==> src/rtl/tsu_pkg.sv <==
// Shared types and constants for the tsu timestamp path.
// - ts_t: one 1588 time value, Q(TS_BITS-16).16 picoseconds.
// - pipe_t: stage-1 capture of one phase measurement and its config.
package tsu_pkg;

  localparam int TS_BITS      = 64;
  localparam int PHASE_BITS   = 32;
  localparam int TS_FRAC_BITS = 16;

  typedef logic [TS_BITS-1:0] ts_t;

  typedef struct packed {
    logic                  v;
    logic [PHASE_BITS-1:0] phase;
    ts_t                   tm;     // 1588 time sampled in the strobe cycle
    logic [PHASE_BITS-1:0] scale;  // ps per phase unit, Q16.16
    ts_t                   adj;    // fixed latency adjust, Q.16 ps
  } pipe_t;

endpackage

==> src/rtl/tsu_ts_fifo.sv <==
// Synchronous first-word-fall-through FIFO.
// Ports:
//   clk_i, rst_ni   clock, async active-low reset
//   push_i, data_i  write request and data (ignored when full without pop)
//   pop_i           read request (ignored when empty)
//   data_o          head entry, forced to 0 when empty
//   full_o, empty_o occupancy flags
//   lvl_o           occupancy after the last edge
//   drop_o          push refused this cycle (full, no pop)
module tsu_ts_fifo #(
  parameter int W     = 64,
  parameter int DEPTH = 8,
  localparam int AW   = $clog2(DEPTH)
) (
  input  logic          clk_i,
  input  logic          rst_ni,
  input  logic          push_i,
  input  logic [W-1:0]  data_i,
  input  logic          pop_i,
  output logic [W-1:0]  data_o,
  output logic          full_o,
  output logic          empty_o,
  output logic [AW:0]   lvl_o,
  output logic          drop_o
);

  logic [W-1:0] mem_q [DEPTH];
  logic [AW:0]  wr_q, wr_d;
  logic [AW:0]  rd_q, rd_d;
  logic         push_ok;
  logic         pop_ok;

  // Extra pointer bit separates full from empty; pointers wrap naturally.
  assign empty_o = (wr_q == rd_q);
  assign full_o  = (wr_q[AW] != rd_q[AW]) && (wr_q[AW-1:0] == rd_q[AW-1:0]);
  assign lvl_o   = wr_q - rd_q;

  assign pop_ok  = pop_i && !empty_o;
  // A pop in the same cycle frees the slot, so a full FIFO still accepts.
  assign push_ok = push_i && (!full_o || pop_i);
  assign drop_o  = push_i && full_o && !pop_i;

  assign data_o  = empty_o ? '0 : mem_q[rd_q[AW-1:0]];

  always_comb begin
    wr_d = wr_q;
    rd_d = rd_q;
    if (push_ok) wr_d = wr_q + 1'b1;
    if (pop_ok)  rd_d = rd_q + 1'b1;
  end

  always_ff @(posedge clk_i or negedge rst_ni) begin
    if (!rst_ni) begin
      wr_q <= '0;
      rd_q <= '0;
    end else begin
      wr_q <= wr_d;
      rd_q <= rd_d;
    end
  end

  always_ff @(posedge clk_i) begin
    if (push_ok) mem_q[wr_q[AW-1:0]] <= data_i;
  end

endmodule

==> src/rtl/tsu_ts_stamp.sv <==
// Converts tsu phase measurements into absolute 1588 timestamps:
//   ts = time_at_strobe - phase*scale - lat_adj   (mod 2^TIME_BITS)
// and queues them in a FWFT FIFO with overflow accounting.
// Ports:
//   clk, rst_n                 1588 clock, async active-low reset
//   i_time                     free-running 1588 time, Q.16 ps
//   i_phase, i_phase_v         tsu phase result and single-cycle strobe
//   i_scale                    ps per phase unit, Q16.16
//   i_lat_adj                  fixed latency adjust, Q.16 ps
//   o_ts, o_ts_v, i_ts_rdy     timestamp stream (pop on o_ts_v & i_ts_rdy)
//   o_fifo_lvl                 FIFO occupancy
//   o_ovf, o_ovf_cnt, i_ovf_clr sticky drop flag, saturating drop count, clear
module tsu_ts_stamp
  import tsu_pkg::*;
#(
  parameter int RAT_PREC_BITS = PHASE_BITS,
  parameter int TIME_BITS     = TS_BITS,
  parameter int FIFO_DEPTH    = 8,
  parameter int OVF_BITS      = 16,
  localparam int LVL_W        = $clog2(FIFO_DEPTH) + 1
) (
  input  logic                     clk,
  input  logic                     rst_n,
  input  logic [TIME_BITS-1:0]     i_time,
  input  logic [RAT_PREC_BITS-1:0] i_phase,
  input  logic                     i_phase_v,
  input  logic [RAT_PREC_BITS-1:0] i_scale,
  input  logic [TIME_BITS-1:0]     i_lat_adj,
  output logic [TIME_BITS-1:0]     o_ts,
  output logic                     o_ts_v,
  input  logic                     i_ts_rdy,
  output logic [LVL_W-1:0]         o_fifo_lvl,
  output logic                     o_ovf,
  output logic [OVF_BITS-1:0]      o_ovf_cnt,
  input  logic                     i_ovf_clr
);

  function automatic logic [OVF_BITS-1:0] sat_inc(input logic [OVF_BITS-1:0] v);
    return (&v) ? v : v + 1'b1;
  endfunction

  pipe_t                         pipe_p1_q, pipe_p1_d;
  logic                          vld_p2_q;
  logic [TIME_BITS-1:0]          tm_p2_q, prod_p2_q, adj_p2_q;
  logic [2*RAT_PREC_BITS-1:0]    prod_full;
  ts_t                           ts_p3;
  logic                          push_p3;
  logic                          empty, full, drop;
  logic                          ovf_q, ovf_d;
  logic [OVF_BITS-1:0]           cnt_q, cnt_d;

  // ---- S1: capture measurement and config in the strobe cycle ----
  always_comb begin
    pipe_p1_d   = pipe_p1_q;
    pipe_p1_d.v = i_phase_v;
    if (i_phase_v) begin
      pipe_p1_d.phase = i_phase;
      pipe_p1_d.tm    = i_time;
      pipe_p1_d.scale = i_scale;
      pipe_p1_d.adj   = i_lat_adj;
    end
  end

  always_ff @(posedge clk or negedge rst_n) begin
    if (!rst_n) pipe_p1_q <= '0;
    else        pipe_p1_q <= pipe_p1_d;
  end

  // ---- S2: full-width unsigned product, resized to Q.16 time ----
  assign prod_full = (2*RAT_PREC_BITS)'(pipe_p1_q.phase) *
                     (2*RAT_PREC_BITS)'(pipe_p1_q.scale);

  always_ff @(posedge clk or negedge rst_n) begin
    if (!rst_n) vld_p2_q <= 1'b0;
    else        vld_p2_q <= pipe_p1_q.v;
  end

  always_ff @(posedge clk) begin
    if (pipe_p1_q.v) begin
      tm_p2_q   <= pipe_p1_q.tm;
      prod_p2_q <= TIME_BITS'(prod_full);
      adj_p2_q  <= pipe_p1_q.adj;
    end
  end

  // ---- S3: modular subtraction, written straight into the FIFO ----
  assign ts_p3   = tm_p2_q - prod_p2_q - adj_p2_q;
  assign push_p3 = vld_p2_q;

  tsu_ts_fifo #(
    .W     (TIME_BITS),
    .DEPTH (FIFO_DEPTH)
  ) u_fifo (
    .clk_i   (clk),
    .rst_ni  (rst_n),
    .push_i  (push_p3),
    .data_i  (ts_p3),
    .pop_i   (i_ts_rdy),
    .data_o  (o_ts),
    .full_o  (full),
    .empty_o (empty),
    .lvl_o   (o_fifo_lvl),
    .drop_o  (drop)
  );

  assign o_ts_v = !empty;

  // A drop coinciding with a clear wins: the count restarts at 1.
  always_comb begin
    ovf_d = ovf_q;
    cnt_d = cnt_q;
    if (drop) begin
      ovf_d = 1'b1;
      cnt_d = i_ovf_clr ? OVF_BITS'(1) : sat_inc(cnt_q);
    end else if (i_ovf_clr) begin
      ovf_d = 1'b0;
      cnt_d = '0;
    end
  end

  always_ff @(posedge clk or negedge rst_n) begin
    if (!rst_n) begin
      ovf_q <= 1'b0;
      cnt_q <= '0;
    end else begin
      ovf_q <= ovf_d;
      cnt_q <= cnt_d;
    end
  end

  assign o_ovf     = ovf_q;
  assign o_ovf_cnt = cnt_q;

  logic unused_full;
  assign unused_full = full;

endmodule
==> config.mk <==
export PLATFORM = sky130hd
export DESIGN_NAME = tsu_ts_stamp
export DESIGN_NICKNAME = d
export VERILOG_FILES = /design/src/rtl/tsu_pkg.sv /design/src/rtl/tsu_ts_fifo.sv /design/src/rtl/tsu_ts_stamp.sv
export SDC_FILE = /design/constraint.sdc
export NUM_CORES = 2
export LEC_CHECK = 0
export BUFFER_PORTS_ARGS = -buffer_cell sky130_fd_sc_hd__buf_2
export CAP_MARGIN = 20
export CORE_ASPECT_RATIO = 1.4
export CORE_MARGIN = 2
export CORE_UTILIZATION = 35
export DETAILED_ROUTE_END_ITERATION = 8
export GPL_TIMING_DRIVEN = 0
export PLACE_DENSITY_LB_ADDON = 0.1
export SYNTH_ARGS = -nofsm -noshare
export SYNTH_HDL_FRONTEND = slang
export SYNTH_SLANG_ARGS = --single-unit
==> constraint.sdc <==
create_clock -name clk -period 20.8 [get_ports clk]
set_input_delay 3.12 -clock clk [delete_from_list [all_inputs] [get_ports clk]]
set_output_delay 3.12 -clock clk [all_outputs]
set_load 0.05 [all_outputs]
==> out/metrics.yaml <==
status: "complete, no violations"
netlist_instances: 6151
placed_area_um2: 78400
cp.required_ns: 21.29
async_flop_share_pct: 23.7
synth_fp_nets: 7642
ys_top_cells_by_count: "inv_1, fa_1, edfxtp_1"
syn_avg_cell_area_um2: 11.8
initialDrtViolationCount: 3218
syn_area_um2: 72500
ys_top_cells_by_area: "edfxtp_1, fa_1, dfrtp_1, ha_1, inv_1"
top_layer_used: "met5"
cts_tree: "yes"
maxCapViolCount: 0
yosys_warnings: 0
clk_latency_ns: 0.73
grt_pass1_wl_um: 369000
root_buffer: "clkbuf_16"
synthDistinctLibCells: 76
dieArea_um2: 211000
synth_area_leader_cell: "edfxtp_1"
fin_tns_setup_ns: 0
post-synth-top-count-cell: "inv_1"
period_minus_slack_ns: 10.38
track_usage_pct: 24.5
rsz0062_at_grt: "false"
drc_errors: 0
fin_nets: 8098
min_from: "pipe_p1_q[144]"
synth_top_area_share_pct: 29.2
design_area_um2: 82000
end_kind: "flop"
initial_core_util_pct: 35.2
setup_viol: 0
report.final.slew_viol_count: 0
viasPerCell: 5.09
cts_hold_buf: 0
yosysSeqAreaShare_pct: 36.7
cp-startpoint: "pipe_p1_q[87]"
cts-htree-levels: 3
worstMarginPinSlew_ns: 1.32
relSlewSlack_pct: 12.0
cts_buffers: 100
dieWidth_um: 389
min_period_over_period_pct: 49.9
fin_ws_ns: 10.42
hold_violations: 0
via_count: 47800
reg2reg_from: "pipe_p1_q[87]"
antenna_found_initial: 22
grt_max_degree: 82
dieHeight_um: 542
synth_seq_cells: 923
ios: 283
worst_hold_path_type: "reg2reg"
areaGrowthSynthToFinish_pct: 13.1
gr-total-overflow: 0
globalplace.congestion: 0.952
worst-path-max-fanout: 10
cts_sinks: 923
postCtsSetupBuffers: 0
crit_type: "reg2reg"
route.met3.wl_um: 14000
wirelength_um: 257000
detail-route-antenna-nets: 0
wl_met1_um: 102000
fillers: 19900
rows: 197
dp_hpwl_um: 206000
worstSetupStartpointType: "flop"
drive_gt1_share_pct: 13.0
fmax_ghz: 0.0964
io_buffers: 281
preCtsSetupSlack_ns: 10.60
core-area_um2: 206000
skew_ns: 0.0464
cts_resized: 0
final_core_util_pct: 39.8
cts_buffer_depth: 3
synth_edf_count: 704
grt_pass1_vias: 51800
wl_met2_um: 126000
dr.pass1.iters: 6
arrival_ns: 10.87
ys.flop_type: "edfxtp_1"
clk_pin_slew_ns: 0.06
post_drt_wl_per_cell_um: 27.3
[sequential cells by signal, summed over array words and instances, names as in the netlist]
register and cells:
u_fifo.mem_q 512, pipe_p1_q 193, adj_p2_q 64, prod_p2_q 64
tm_p2_q 64, o_ovf_cnt 16, u_fifo.rd_q 4, u_fifo.wr_q 4
o_ovf 1, push_p3 1
[critical path: stages (launching register included)]
cell	delay, ns
dfrtp_1	0.85
clkbuf_1	0.92
nand2_1	0.19
fa_1	0.59
inv_1	0.05
fa_1	0.50
fa_1	0.61
fa_1	0.46
fa_1	0.53
fa_1	0.45
fa_1	0.50
inv_1	0.05
fa_1	0.47
inv_1	0.04
ha_1	0.25
clkbuf_1	0.30
nand4_1	0.28
nor4b_1	0.97
nand4_1	0.21
o2bb2ai_2	0.54
nor3_1	0.19
a211oi_1	0.56
a311oi_1	0.20
o21ai_1	0.20
xnor2_1	0.21
[area by class of cell]
cell class / instances / area [um^2] / share of cell area, %
inverters: 1077 / 4040 / 4.93
plain buffers: 327 / 1250 / 1.53
well taps: 2686 / 3360 / 4.10
flip-flops and latches: 923 / 26600 / 32.5
multi-input cells: 3824 / 40600 / 49.5
repair buffers: 354 / 2660 / 3.24
clock inverters: 64 / 792 / 0.966
clock buffers: 122 / 2610 / 3.18
diodes: 16 / 40.0 / 0.0488
[routing by layer]
layer  track usage (%)  vias to the layer above
met5                 0                        -
met4              11.7                        8
met3              3.44                      499
met2              42.3                     1677
met1              30.3                    24900
li1                  -                    20700
[per-stage QoR]
step | hold slack (ns) | instances
floorplan | 0.421 | 6151
global placement | 0.424 | 9118
detailed placement | 0.428 | 9184
CTS | 0.427 | 9370
global route | 0.449 | 9383
finish | 0.425 | 9393
[cell families (layout without fill, tap and decap cells)]
| logic type | count (synthesis) | after routing | synth area share [%] |
|---|---|---|---|
| adder cells (fa/ha/maj) | 1294 | 1294 | 32.3 |
| XOR/XNOR | 144 | 144 | 1.74 |
| AO/OA/AOI/OAI | 520 | 520 | 4.40 |
| multiplexers | 323 | 323 | 7.01 |
| buffers and inverters | 1404 | 1944 | 7.30 |
| flip-flops | 923 | 923 | 36.7 |
| other | 0 | 16 | 0 |
| AND/OR/NAND/NOR | 1543 | 1543 | 10.5 |
[cells in the final DEF (no fill, tap or decap), drive strengths merged, types with 16 or more instances in the layout]
| cell | Yosys | layout |
|---|---|---|
| and2 | 570 | 570 |
| buf | 30 | 384 |
| mux4 | 128 | 128 |
| o21bai | 31 | 31 |
| a21oi | 224 | 224 |
| ha | 334 | 334 |
| o21ai | 96 | 96 |
| xor2 | 58 | 58 |
| inv | 1077 | 1082 |
| clkinv | 0 | 43 |
| nand3 | 34 | 34 |
| mux2 | 193 | 193 |
| and3 | 19 | 19 |
| fa | 960 | 960 |
| nor2b | 19 | 19 |
| a31oi | 24 | 24 |
| nand2 | 701 | 701 |
| a21o | 57 | 57 |
| nor3 | 27 | 27 |
| xnor2 | 86 | 86 |
| clkbuf | 297 | 419 |
| dfrtp | 219 | 219 |
| diode | 0 | 16 |
| nor2 | 86 | 86 |
| edfxtp | 704 | 704 |
| nand4 | 55 | 55 |
[path summary, 6_finish.rpt]
path | endpoint | depth (start not counted) | slack, ns
min reg2reg | tm_p2_q[48] | 0 | 0.42
max reg2reg | prod_p2_q[59] | 24 | 10.42
min | tm_p2_q[48] | 0 | 0.42
min in group asynchronous | u_fifo.rd_q[0] | 1 | 2.39
max | prod_p2_q[59] | 24 | 10.42
max in group asynchronous | pipe_p1_q[69] | 3 | 17.11
Power is not shown: default switching activity piles up to over one toggle a cycle in this logic, so the estimate is an artifact.
